--- config.mk ---
export PLATFORM = sky130hd
export DESIGN_NAME = clkdiv_ctrl
export DESIGN_NICKNAME = d
export VERILOG_FILES = /design/src/rtl/clkdiv_pkg.sv /design/src/rtl/clkdiv_core.sv /design/src/rtl/clkdiv_ctrl.sv
export SDC_FILE = /design/constraint.sdc
export NUM_CORES = 1
export LEC_CHECK = 0
export CAP_MARGIN = 20
export CORE_MARGIN = 8
export CORE_UTILIZATION = 30
export CTS_CLUSTER_DIAMETER = 60
export CTS_CLUSTER_SIZE = 12
export DETAILED_ROUTE_END_ITERATION = 7
export PLACE_DENSITY = 0.48
export SYNTH_ARGS = -nofsm -noshare
export SYNTH_HDL_FRONTEND = slang
export SYNTH_HIERARCHICAL = 1
export SYNTH_SLANG_ARGS = --single-unit
export TNS_END_PERCENT = 10
--- constraint.sdc ---
create_clock -name clk -period 2.3 [get_ports clk]
set_clock_uncertainty 0.1 [all_clocks]
set_input_delay 0.575 -clock clk [delete_from_list [all_inputs] [get_ports clk]]
set_output_delay 0.575 -clock clk [all_outputs]
set_load 0.01 [all_outputs]
--- src/rtl/clkdiv_pkg.sv ---
// Shared types and helpers for the run-time programmable clock divider.
// The FSM states, the minimum legal divisor and the high-phase length rule live here.
package clkdiv_pkg;

   typedef enum logic [1:0] {
      IDLE  = 2'd0,
      RUN   = 2'd1,
      DRAIN = 2'd2
   } state_t;

   localparam int unsigned MIN_DIV = 2;

   // Odd divisors keep the high phase one cycle longer than the low phase.
   function automatic int unsigned hi_len(input int unsigned n);
      return n - n / 2;
   endfunction

endpackage

--- src/rtl/clkdiv_core.sv ---
// Period counter for the divided clock: produces div_clk, the period-start tick
// and the boundary flag on the last cycle of each period.
module clkdiv_core
   import clkdiv_pkg::*;
#(
   parameter int unsigned DIV_W = 4
) (
   input  logic             clk,
   input  logic             rstn,
   input  logic             active_i,
   input  logic             run_i,
   input  logic [DIV_W-1:0] cur_div_i,
   output logic             div_clk_o,
   output logic             tick_o,
   output logic             boundary_o
);

   logic [DIV_W-1:0] count_q, count_d;
   logic             div_clk_q, div_clk_d;
   logic             tick_q, tick_d;
   logic [DIV_W-1:0] count_inc;
   logic             hi_next;

   assign count_inc  = count_q + DIV_W'(1);
   assign boundary_o = active_i && (count_q == cur_div_i - DIV_W'(1));
   // cur_div_i only changes at a boundary, so every cycle of a period sees one divisor.
   assign hi_next    = 32'(count_inc) < hi_len(32'(cur_div_i));

   always_comb begin
      count_d   = count_inc;
      div_clk_d = hi_next;
      tick_d    = 1'b0;
      if (!active_i || boundary_o) begin
         // Starting a period and restarting one look the same; stopping parks low.
         count_d   = '0;
         div_clk_d = run_i;
         tick_d    = run_i;
      end
   end

   always_ff @(posedge clk) begin
      if (!rstn) begin
         count_q   <= '0;
         div_clk_q <= 1'b0;
         tick_q    <= 1'b0;
      end else begin
         count_q   <= count_d;
         div_clk_q <= div_clk_d;
         tick_q    <= tick_d;
      end
   end

   assign div_clk_o = div_clk_q;
   assign tick_o    = tick_q;

endmodule

--- src/rtl/clkdiv_ctrl.sv ---
// Clock-divider controller: run/drain/idle sequencing, divisor handshake with a
// single pending slot, and glitch-free divisor changes at period boundaries.
module clkdiv_ctrl
   import clkdiv_pkg::*;
#(
   parameter int unsigned DIV_W       = 4,
   parameter int unsigned DEFAULT_DIV = 3
) (
   input  logic             clk,
   input  logic             rstn,
   input  logic             en,
   input  logic             cfg_valid,
   input  logic [DIV_W-1:0] cfg_div,
   output logic             cfg_ready,
   output logic             cfg_err,
   output logic             div_clk,
   output logic             tick,
   output logic             busy,
   output logic [DIV_W-1:0] cur_div
);

   state_t           state_q;
   logic [DIV_W-1:0] cur_div_q;
   logic [DIV_W-1:0] pend_div_q;
   logic             pend_vld_q;
   logic             cfg_err_q;

   logic             active;
   logic             boundary;
   logic             xfer;
   logic             div_ok;

   assign active    = (state_q != IDLE);
   assign cfg_ready = !pend_vld_q;
   assign xfer      = cfg_valid && cfg_ready;
   assign div_ok    = 32'(cfg_div) >= MIN_DIV;

   clkdiv_core #(
      .DIV_W (DIV_W)
   ) u_core (
      .clk        (clk),
      .rstn       (rstn),
      .active_i   (active),
      .run_i      (en),
      .cur_div_i  (cur_div_q),
      .div_clk_o  (div_clk),
      .tick_o     (tick),
      .boundary_o (boundary)
   );

   always_ff @(posedge clk) begin
      if (!rstn) begin
         state_q    <= IDLE;
         cur_div_q  <= DIV_W'(DEFAULT_DIV);
         pend_div_q <= '0;
         pend_vld_q <= 1'b0;
         cfg_err_q  <= 1'b0;
      end else begin
         cfg_err_q <= xfer && !div_ok;

         case (state_q)
            IDLE:  if (en) state_q <= RUN;
            // A stop request landing on a boundary has nothing left to finish.
            RUN:   if (!en) state_q <= boundary ? IDLE : DRAIN;
            DRAIN: begin
               if (en)            state_q <= RUN;
               else if (boundary) state_q <= IDLE;
            end
            default: state_q <= IDLE;
         endcase

         // Slot is only written while empty, so load and store never collide.
         if (pend_vld_q && (!active || boundary)) begin
            cur_div_q  <= pend_div_q;
            pend_vld_q <= 1'b0;
         end else if (xfer && div_ok) begin
            pend_div_q <= cfg_div;
            pend_vld_q <= 1'b1;
         end
      end
   end

   assign cfg_err = cfg_err_q;
   assign busy    = active;
   assign cur_div = cur_div_q;

endmodule

Word level (Yosys, flattened, before mapping). Cells that the tools add are included.

Flip-flop bits (word level): 18. Input bits: 8. Output and inout bits: 9.

$add $sub $neg: 3. Magnitude comparators: 2. Eq/ne operators: 6. Muxes and demuxes: 7. Bitwise logic cells: 2. Reductions and logical operators: 16.

Operator list (count): less-than comparator 4 x 32 -> 1 bit (1); two-way mux 2 bit (5); one-hot mux 2 bit (3 select lines) (1); logical AND 1 bit (5); subtractor 4 x 3 -> 5 bit (1); adder 4 x 1 -> 4 bit, second input constant (1); equality test 4 bit (1); greater-or-equal comparator 4 x 2 -> 1 bit, second input constant (1); != test 2 bit, second input constant (2); AND reduction 2 bit (2); OR reduction 2 bit (2); subtractor 4 x 1 -> 4 bit, second input constant (1); logical NOT 1 bit (3); != test 3 bit, second input constant (1); AND reduction 3 bit (1); equality test 2 x 1 -> 1 bit, second input constant (1); equality test 2 bit, second input constant (1); logical NOT 2 bit (1); inverter 1 bit (2); nonzero test 2 bit (1); logical OR 1 bit (1); two-way mux 1 bit (1).

Logic depth before layout (Yosys ltp). Gate-level depths: netlist of run 1.

Word-level depth: 7. Depth in mapped cells: 10.

By module. The synthesis of run 1 kept the hierarchy.

By module, submodules not included: clkdiv_core (times used 1, cells an instance 57, area each 539.3 um^2); clkdiv_ctrl (times used 1, cells an instance 50, area each 498.0 um^2).

Least setup slack after synthesis of run 1. No wires, ideal clock.

Path kind: register to register. Start: register cur_div_q[1], in the netlist cur_div[1]. End: register u_core.div_clk_q, in the netlist u_core/div_clk_o. Data arrival time: 2.019 ns. Path slack: 0.120 ns. Cell stages (with the launch flop): 9. Clock period less this slack: 2.180 ns. Cell sequence: dfxtp_1 > ha_1 > inv_1 > fa_1 > inv_1 > ha_1 > a21o_1 > a211oi_1 > o221a_1.

Cells in the longest elaborated chain, start to end: 5. Elaborated cells between the ends (all ways): 7. Classes of those cells: add/sub (2); order compare (1); eq/ne (1); mux (1); reduce/logical (2).

RTL lines: start, declared (RTL line clkdiv_ctrl.sv:23) `logic [DIV_W-1:0] cur_div_q;`; start signal, assigned (RTL line clkdiv_ctrl.sv:54) `cur_div_q <= DIV_W'(DEFAULT_DIV);`; start signal, assigned (RTL line clkdiv_ctrl.sv:74) `cur_div_q <= pend_div_q;`; parallel branches: the longest is 4 deep, another holds less-than comparator 4 x 32 -> 1 bit; two-way mux 1 bit * (RTL line clkdiv_core.sv:33) `if (!active_i || boundary_o) begin`; end signal, assigned (RTL line clkdiv_core.sv:48) `div_clk_q <= div_clk_d;`; end, declared (RTL line clkdiv_core.sv:19) `logic div_clk_q, div_clk_d;`.

Mark *: on every way between the ends. A chain may end at the register's enable or synchronous reset.

Final worst setup path of run 1.
Start: register state_q[0]. End: output port busy.

Cells in the longest elaborated chain, start to end: 1.

RTL lines: start, declared (RTL line clkdiv_ctrl.sv:22) `state_t state_q;`; start signal, assigned (RTL line clkdiv_ctrl.sv:64) `RUN: if (!en) state_q <= boundary ? IDLE : DRAIN;`; nonzero test 2 bit (RTL line clkdiv_ctrl.sv:33) `assign active = (state_q != IDLE);`; end, declared (RTL line clkdiv_ctrl.sv:18) `output logic busy,`.

No other way between the ends.

==> results of run 1 <==
## worst paths after layout
path	from	endpoint	slack, ns	cells past startpoint
hold reg to reg	pend_div_q[0]$_SDFFE_PN0P_	pend_div_q[0]$_SDFFE_PN0P_	0.37	2
setup / recovery	state_q[0]$_SDFFE_PN0P_	busy	0.15	3
setup reg to reg	cur_div[2]$_SDFFE_PN0P_	u_core/div_clk_o$_SDFF_PN0_	0.19	10
hold / removal	pend_div_q[0]$_SDFFE_PN0P_	pend_div_q[0]$_SDFFE_PN0P_	0.37	2
## final cells by class
type	instances	area, sq um
multi-input cells	76	631
inverters	11	41.3
clock buffers	4	36.3
fillers	355	2020
flip-flops and latches	18	362
repair buffers	20	190
well taps	46	57.6
## state kept, by name, summed over array words and instances (netlist names)
register	flops
cur_div	4
state_q	2
u_core/div_clk_o	1
pend_div_q	4
u_core/tick_o	1
pend_vld_q	1
cfg_err	1
u_core/count_q	4
## critical path, delay by kind of cell (launching register included)
family        cells  cell delay [ns]
buf+inv           2             0.71
flops             1             0.40
simple gates      1             0.08
## per-stage QoR
step | hold slack, ns | power (mW) | std cells
after floorplan | 0.335 | 0.473 | 107
after global routing | 0.390 | 0.799 | 175
after global placement | 0.349 | 0.539 | 171
final | 0.368 | 0.734 | 175
after detailed placement | 0.357 | 0.543 | 171
after CTS | 0.373 | 0.748 | 175
## Yosys cell counts (all sizes together)
cell    count
nand2      12
o221a       2
a21boi      1
and3        1
xnor2       5
o211ai      1
o21ai       3
xnor3       1
a21o        1
nor4b       1
inv        11
xor2        4
nand3       2
o21a        2
fa          1
clkbuf      1
nor3        2
and4        1
nor2        6
nor2b       6
ha         11
o211a       1
nand2b      1
a211oi      1
o22ai       3
a21oi       1
o21bai      1
mux2i       5
buf         1
dfxtp      18
## power by group through the flow
stage | Combinational (mW) | Clock, mW | Sequential, mW
2_1_floorplan | 0.116 | 0 | 0.356
3_3_place_gp | 0.187 | 0 | 0.351
3_5_place_dp | 0.191 | 0 | 0.352
4_1_cts | 0.192 | 0.211 | 0.345
5_1_grt | 0.219 | 0.231 | 0.349
6_report | 0.193 | 0.196 | 0.345
## timing repair
action | 4_1_cts | 5_1_grt
setup endpoints to repair | 0 | 4
hold buffers | 0 | 0
endpoints found under the hold margin | 0 | 0
gates resized for setup | 0 | 3
## logic make-up after synthesis
family / count (synthesis)
compound gates: 17
fa+ha+maj: 12
simple gates: 32
buf+inv: 13
xor+xnor: 10
flops: 18
mux: 5
## layer usage
metal / global-route usage / vias to the layer above / wire [um]
li1: - / 403 / -
met1: 0.0864 / 361 / 873
met2: 0.148 / 14 / 1020
met3: 0.0373 / 2 / 115
met4: 0.0130 / 0 / 12
met5: 0 / - / 0
==> impl_metrics.py, run 1 <==
metrics = {
    "timing": {
        "tightest_slew_ns": 0.434,
        "max_freq_mhz": 464,
        "rsz0062_at_grt": "false",
        "drv_slew": 0,
        "setup_viol": 0,
        "fin_crit_ns": 2.15,
        "slew_headroom": 0.708,
        "setup_ws_ns": 0.147,
        "fin_setup_tns_ns": 0,
        "hold_viol": 0,
        "fin_crit_sh": 0.936,
    },
    "synthesis": {
        "synth-compound-area-share": 0.127,
        "synth-simple-area-share": 0.176,
        "synthesis.area_sq_mm": 0.00104,
        "synth.area.mux_share": 0.0483,
        "synth_top_family_by_area": "simple AND/OR/NAND/NOR gates",
        "synth_area_leaders": "dfxtp_1 (35%), ha_1 (13%), mux2i_1 (4.8%)",
        "synth_seq_cells": 18,
        "synth_xor_area_frac": 0.0977,
        "yosysWarnings": 6,
        "synthAdderAreaFrac": 0.152,
        "synth_cell_types": 37,
        "syn_area_per_cell_sq_um": 9.69,
        "synth_seq_area_share": 0.347,
        "syn_nets": 127,
        "synth_cells": 107,
        "yosys.area.top_type": "dfxtp_1",
        "synth_top_area_frac": 0.347,
    },
    "power_and_ir_drop": {
        "combPwrFrac": 0.263,
        "clockPowerShare": 0.267,
        "ir_drop_v": 0.000411,
        "leakage_nw": 0.561,
        "swShare": 0.279,
        "seqPwrFrac": 0.470,
        "power.density_mw_per_mm2": 557,
        "p_sw_uw": 205,
        "p_int_uw": 529,
    },
    "floorplan": {
        "die_area_sq_mm": 0.00560,
        "start_util": 0.311,
        "row_count": 21,
        "die_w_um": 74.8,
        "die_height_um": 74.8,
        "io_pins": 17,
        "coreArea_sq_mm": 0.00334,
    },
    "clock_network": {
        "cts_sinks": 18,
        "numCtsBuffers": 3,
        "ctsLongestPathBuffers": 2,
        "path_clk_slew_ns": 0.10,
        "cts-root-buf": "clkbuf_4",
        "h-tree-depth": 1,
        "tritoncts": "yes",
        "postCtsSetupBuffers": 0,
        "clock_latency_ns": 0.29,
    },
    "placement": {
        "dpl.hpwl_um": 1640,
        "gp_congestion": 0.734,
        "numPortBuffers": 16,
        "dpl_cell_area_sq_mm": 0.00127,
        "dpl_worst_slack_ns": 0.143,
    },
    "worst_setup_path": {
        "critPathMaxFanout": 6,
        "slowest_delay_ns": 0.57,
        "setup.worst_path.class": "flip-flop to output pin",
        "cp_cell_sequence": "nor2_2, inv_1, clkdlybuf4s50_1",
        "worstPathArrival_ns": 1.48,
        "worst_setup_path_end_kind": "output pin",
        "startpoint_type": "flip-flop",
        "cp.required_ns": 1.62,
        "slowest_stage": "clkdlybuf4s50_1",
    },
    "routing": {
        "postRouteAntennaNets": 0,
        "viasPerCell": 4.46,
        "drt-initial-drc-count": 46,
        "route.detailed.drc": 0,
        "wl_um": 2020,
        "vias": 780,
        "dr.pass1.iters": 2,
        "wl_per_cell_um": 11.6,
    },
    "worst_hold_path": {
        "hp-class": "flip-flop to flip-flop",
    },
    "global_routing": {
        "antenna_found_initial": 0,
        "grt_overflow": 0,
        "grt_start_max_net_pins": 22,
        "grt_first_pass_wirelength_um": 3560,
        "track_usage": 0.0821,
        "grt_pass1_vias": 806,
    },
    "final_layout": {
        "area_growth_pct": 27.0,
        "layout.nets": 150,
        "final_common_cell": "dfxtp_1",
        "fin_util": 0.395,
        "design_area_sq_mm": 0.00132,
        "drive_gt1_frac": 0.140,
        "layout_common_cells": "dfxtp_1 (17), clkdlybuf4s50_1 (16), nand2_1 (12)",
        "n_antenna_cell": 0,
    },
    "outcome": {
        "status": "finished, final reports clean",
    },
    "run": {
        "drv_cap": 0,
    },
}
Note: power is estimated with default switching activity, not from simulation.
==> run 2, diff against run 1 <==
--- a/config.mk
+++ b/config.mk
@@ -6,7 +6,7 @@
 export NUM_CORES = 1
 export LEC_CHECK = 0
 export CAP_MARGIN = 20
-export CORE_MARGIN = 8
+export CORE_MARGIN = 5
 export CORE_UTILIZATION = 30
 export CTS_CLUSTER_DIAMETER = 60
 export CTS_CLUSTER_SIZE = 12
==> impl_metrics.py, run 2 (synthesis gave the netlist of run 1 again) <==
metrics = {
    "outcome": {
        "status": "finished, final reports clean",
    },
    "timing": {
        "fin_setup_tns_ns": 0,
        "fin_crit_sh": 0.942,
        "tightest_slew_ns": 0.417,
        "setup_viol": 0,
        "whs_ns": 0.370,
        "fin_crit_ns": 2.17,
        "max_freq_mhz": 462,
        "hold_viol": 0,
        "setup_ws_ns": 0.133,
        "drv_slew": 0,
        "slew_headroom": 0.720,
    },
    "global_routing": {
        "grt_start_max_net_pins": 22,
        "antenna_found_initial": 0,
        "grt_first_pass_wirelength_um": 3550,
        "grt_pass1_vias": 826,
        "grt_overflow": 0,
        "track_usage": 0.102,
    },
    "final_layout": {
        "layout_common_cells": "dfxtp_1 (16), clkdlybuf4s50_1 (16), nand2_1 (12)",
        "n_antenna_cell": 0,
        "drive_gt1_frac": 0.162,
        "area_growth_pct": 27.4,
        "layout.nets": 151,
        "final_cell_count_no_fill": 176,
    },
    "worst_hold_path": {
        "whs_endpoint": "pend_div_q[0]$_SDFFE_PN0P_",
        "holdCritStartpoint": "pend_div_q[0]$_SDFFE_PN0P_",
        "hold_path_depth": 2,
        "hp-class": "flip-flop to flip-flop",
    },
    "routing": {
        "viasPerCell": 4.57,
        "drt-initial-drc-count": 15,
        "vias": 805,
        "postRouteAntennaNets": 0,
        "wl_per_cell_um": 11.5,
        "route.detailed.drc": 0,
        "dr.pass1.iters": 4,
        "wl_um": 2030,
    },
    "floorplan": {
        "die_area_sq_mm": 0.00473,
        "row_count": 21,
        "start_util": 0.311,
        "die_height_um": 68.8,
        "die_w_um": 68.8,
        "io_pins": 17,
        "coreArea_sq_mm": 0.00334,
    },
    "placement": {
        "numPortBuffers": 16,
        "dpl.hpwl_um": 1570,
        "place_inst": 171,
        "dpl_worst_slack_ns": 0.172,
        "gp_congestion": 0.754,
    },
    "worst_setup_path": {
        "cp.required_ns": 1.62,
        "cp_cell_sequence": "nor2_2, inv_1, clkdlybuf4s50_1",
        "reg2regPathDepth": 8,
        "crit_buf_inv": 2,
        "slowest_delay_ns": 0.57,
        "r2r_start": "cur_div[3]$_SDFFE_PN0P_",
        "rrSetupSlack_ns": 0.18,
        "worst_setup_path_end_kind": "output pin",
        "cp_top_family": "buffers and inverters",
        "startpoint_type": "flip-flop",
        "critPathMaxFanout": 6,
        "slowest_stage": "clkdlybuf4s50_1",
        "setup.worst_path.class": "flip-flop to output pin",
        "worstPathArrival_ns": 1.49,
        "rr_endpoint": "u_core/div_clk_o$_SDFF_PN0_",
    },
    "clock_network": {
        "h-tree-depth": 1,
        "path_clk_slew_ns": 0.11,
        "ctsLongestPathBuffers": 2,
        "clock_latency_ns": 0.30,
        "cts_sinks": 18,
        "numCtsBuffers": 3,
        "cts-root-buf": "clkbuf_4",
        "tritoncts": "yes",
    },
    "run": {
        "drv_cap": 0,
    },
    "power_and_ir_drop": {
        "ir_drop_v": 0.000258,
        "power.density_mw_per_mm2": 560,
        "leakage_nw": 0.564,
    },
}
-- run 2: cell type report --
| type | count | area, sq um |
|---|---|---|
| sequential | 18 | 363 |
| inverter | 11 | 41.3 |
| tap | 46 | 57.6 |
| multi-input combinational | 76 | 626 |
| fill | 362 | 2020 |
| timing repair buffer | 21 | 198 |
| clock buffer | 4 | 36.3 |
-- run 2: through the flow --
| stage | util | instance area (sq um) | total power [mW] |
|---|---|---|---|
| 2_1_floorplan | - | 1040 | 0.473 |
| 3_3_place_gp | 0.381 | 1270 | 0.538 |
| 3_5_place_dp | 0.381 | 1270 | 0.541 |
| 4_1_cts | 0.392 | 1310 | 0.749 |
| 5_1_grt | 0.396 | 1320 | 0.787 |
| 6_report | 0.396 | 1320 | 0.740 |
-- run 2: worst reg2reg max path: stages, from the launching register on --
cell      delay, ns
dfxtp_1        0.42
inv_1          0.11
ha_1           0.31
o21bai_1       0.17
xnor2_1        0.11
ha_2           0.32
o221a_2        0.17
o21ai_1        0.06
o221a_1        0.26
-- run 2: how the worst max path moves through the flow --
stage                       startpoint                     endpoint  slack, ns  cells past startpoint
3_3_place_gp   cur_div[0]$_SDFFE_PN1P_  u_core/div_clk_o$_SDFF_PN0_       0.18                      9
4_1_cts        state_q[0]$_SDFFE_PN0P_                         busy       0.12                      3
5_1_grt        cur_div[1]$_SDFFE_PN1P_  u_core/div_clk_o$_SDFF_PN0_    -0.0008                     10
3_5_place_dp   cur_div[1]$_SDFFE_PN1P_  u_core/div_clk_o$_SDFF_PN0_       0.17                      8
2_1_floorplan  cur_div[1]$_SDFFE_PN1P_  u_core/div_clk_o$_SDFF_PN0_       0.12                      8
6_report       state_q[0]$_SDFFE_PN0P_                         busy       0.13                      3
-- run 2: what timing repair did --
item                                    CTS  global route
hold buffers                              0             0
setup buffers                             0             1
endpoints found under the setup margin    0             4
gates resized for setup                   0             6
-- run 2: power by group --
part	internal, mW	switching (mW)	total, mW
registers	0.331	0.0140	0.345
clock network	0.0965	0.107	0.203
logic	0.101	0.0903	0.191
-- run 2: routing by layer --
layer | track usage | routed length, um | part of all wire
met5 | 0 | 0 | 0
met4 | 0.0219 | 19 | 0.0094
met3 | 0.0405 | 92 | 0.045
met2 | 0.176 | 1010 | 0.50
met1 | 0.118 | 904 | 0.45
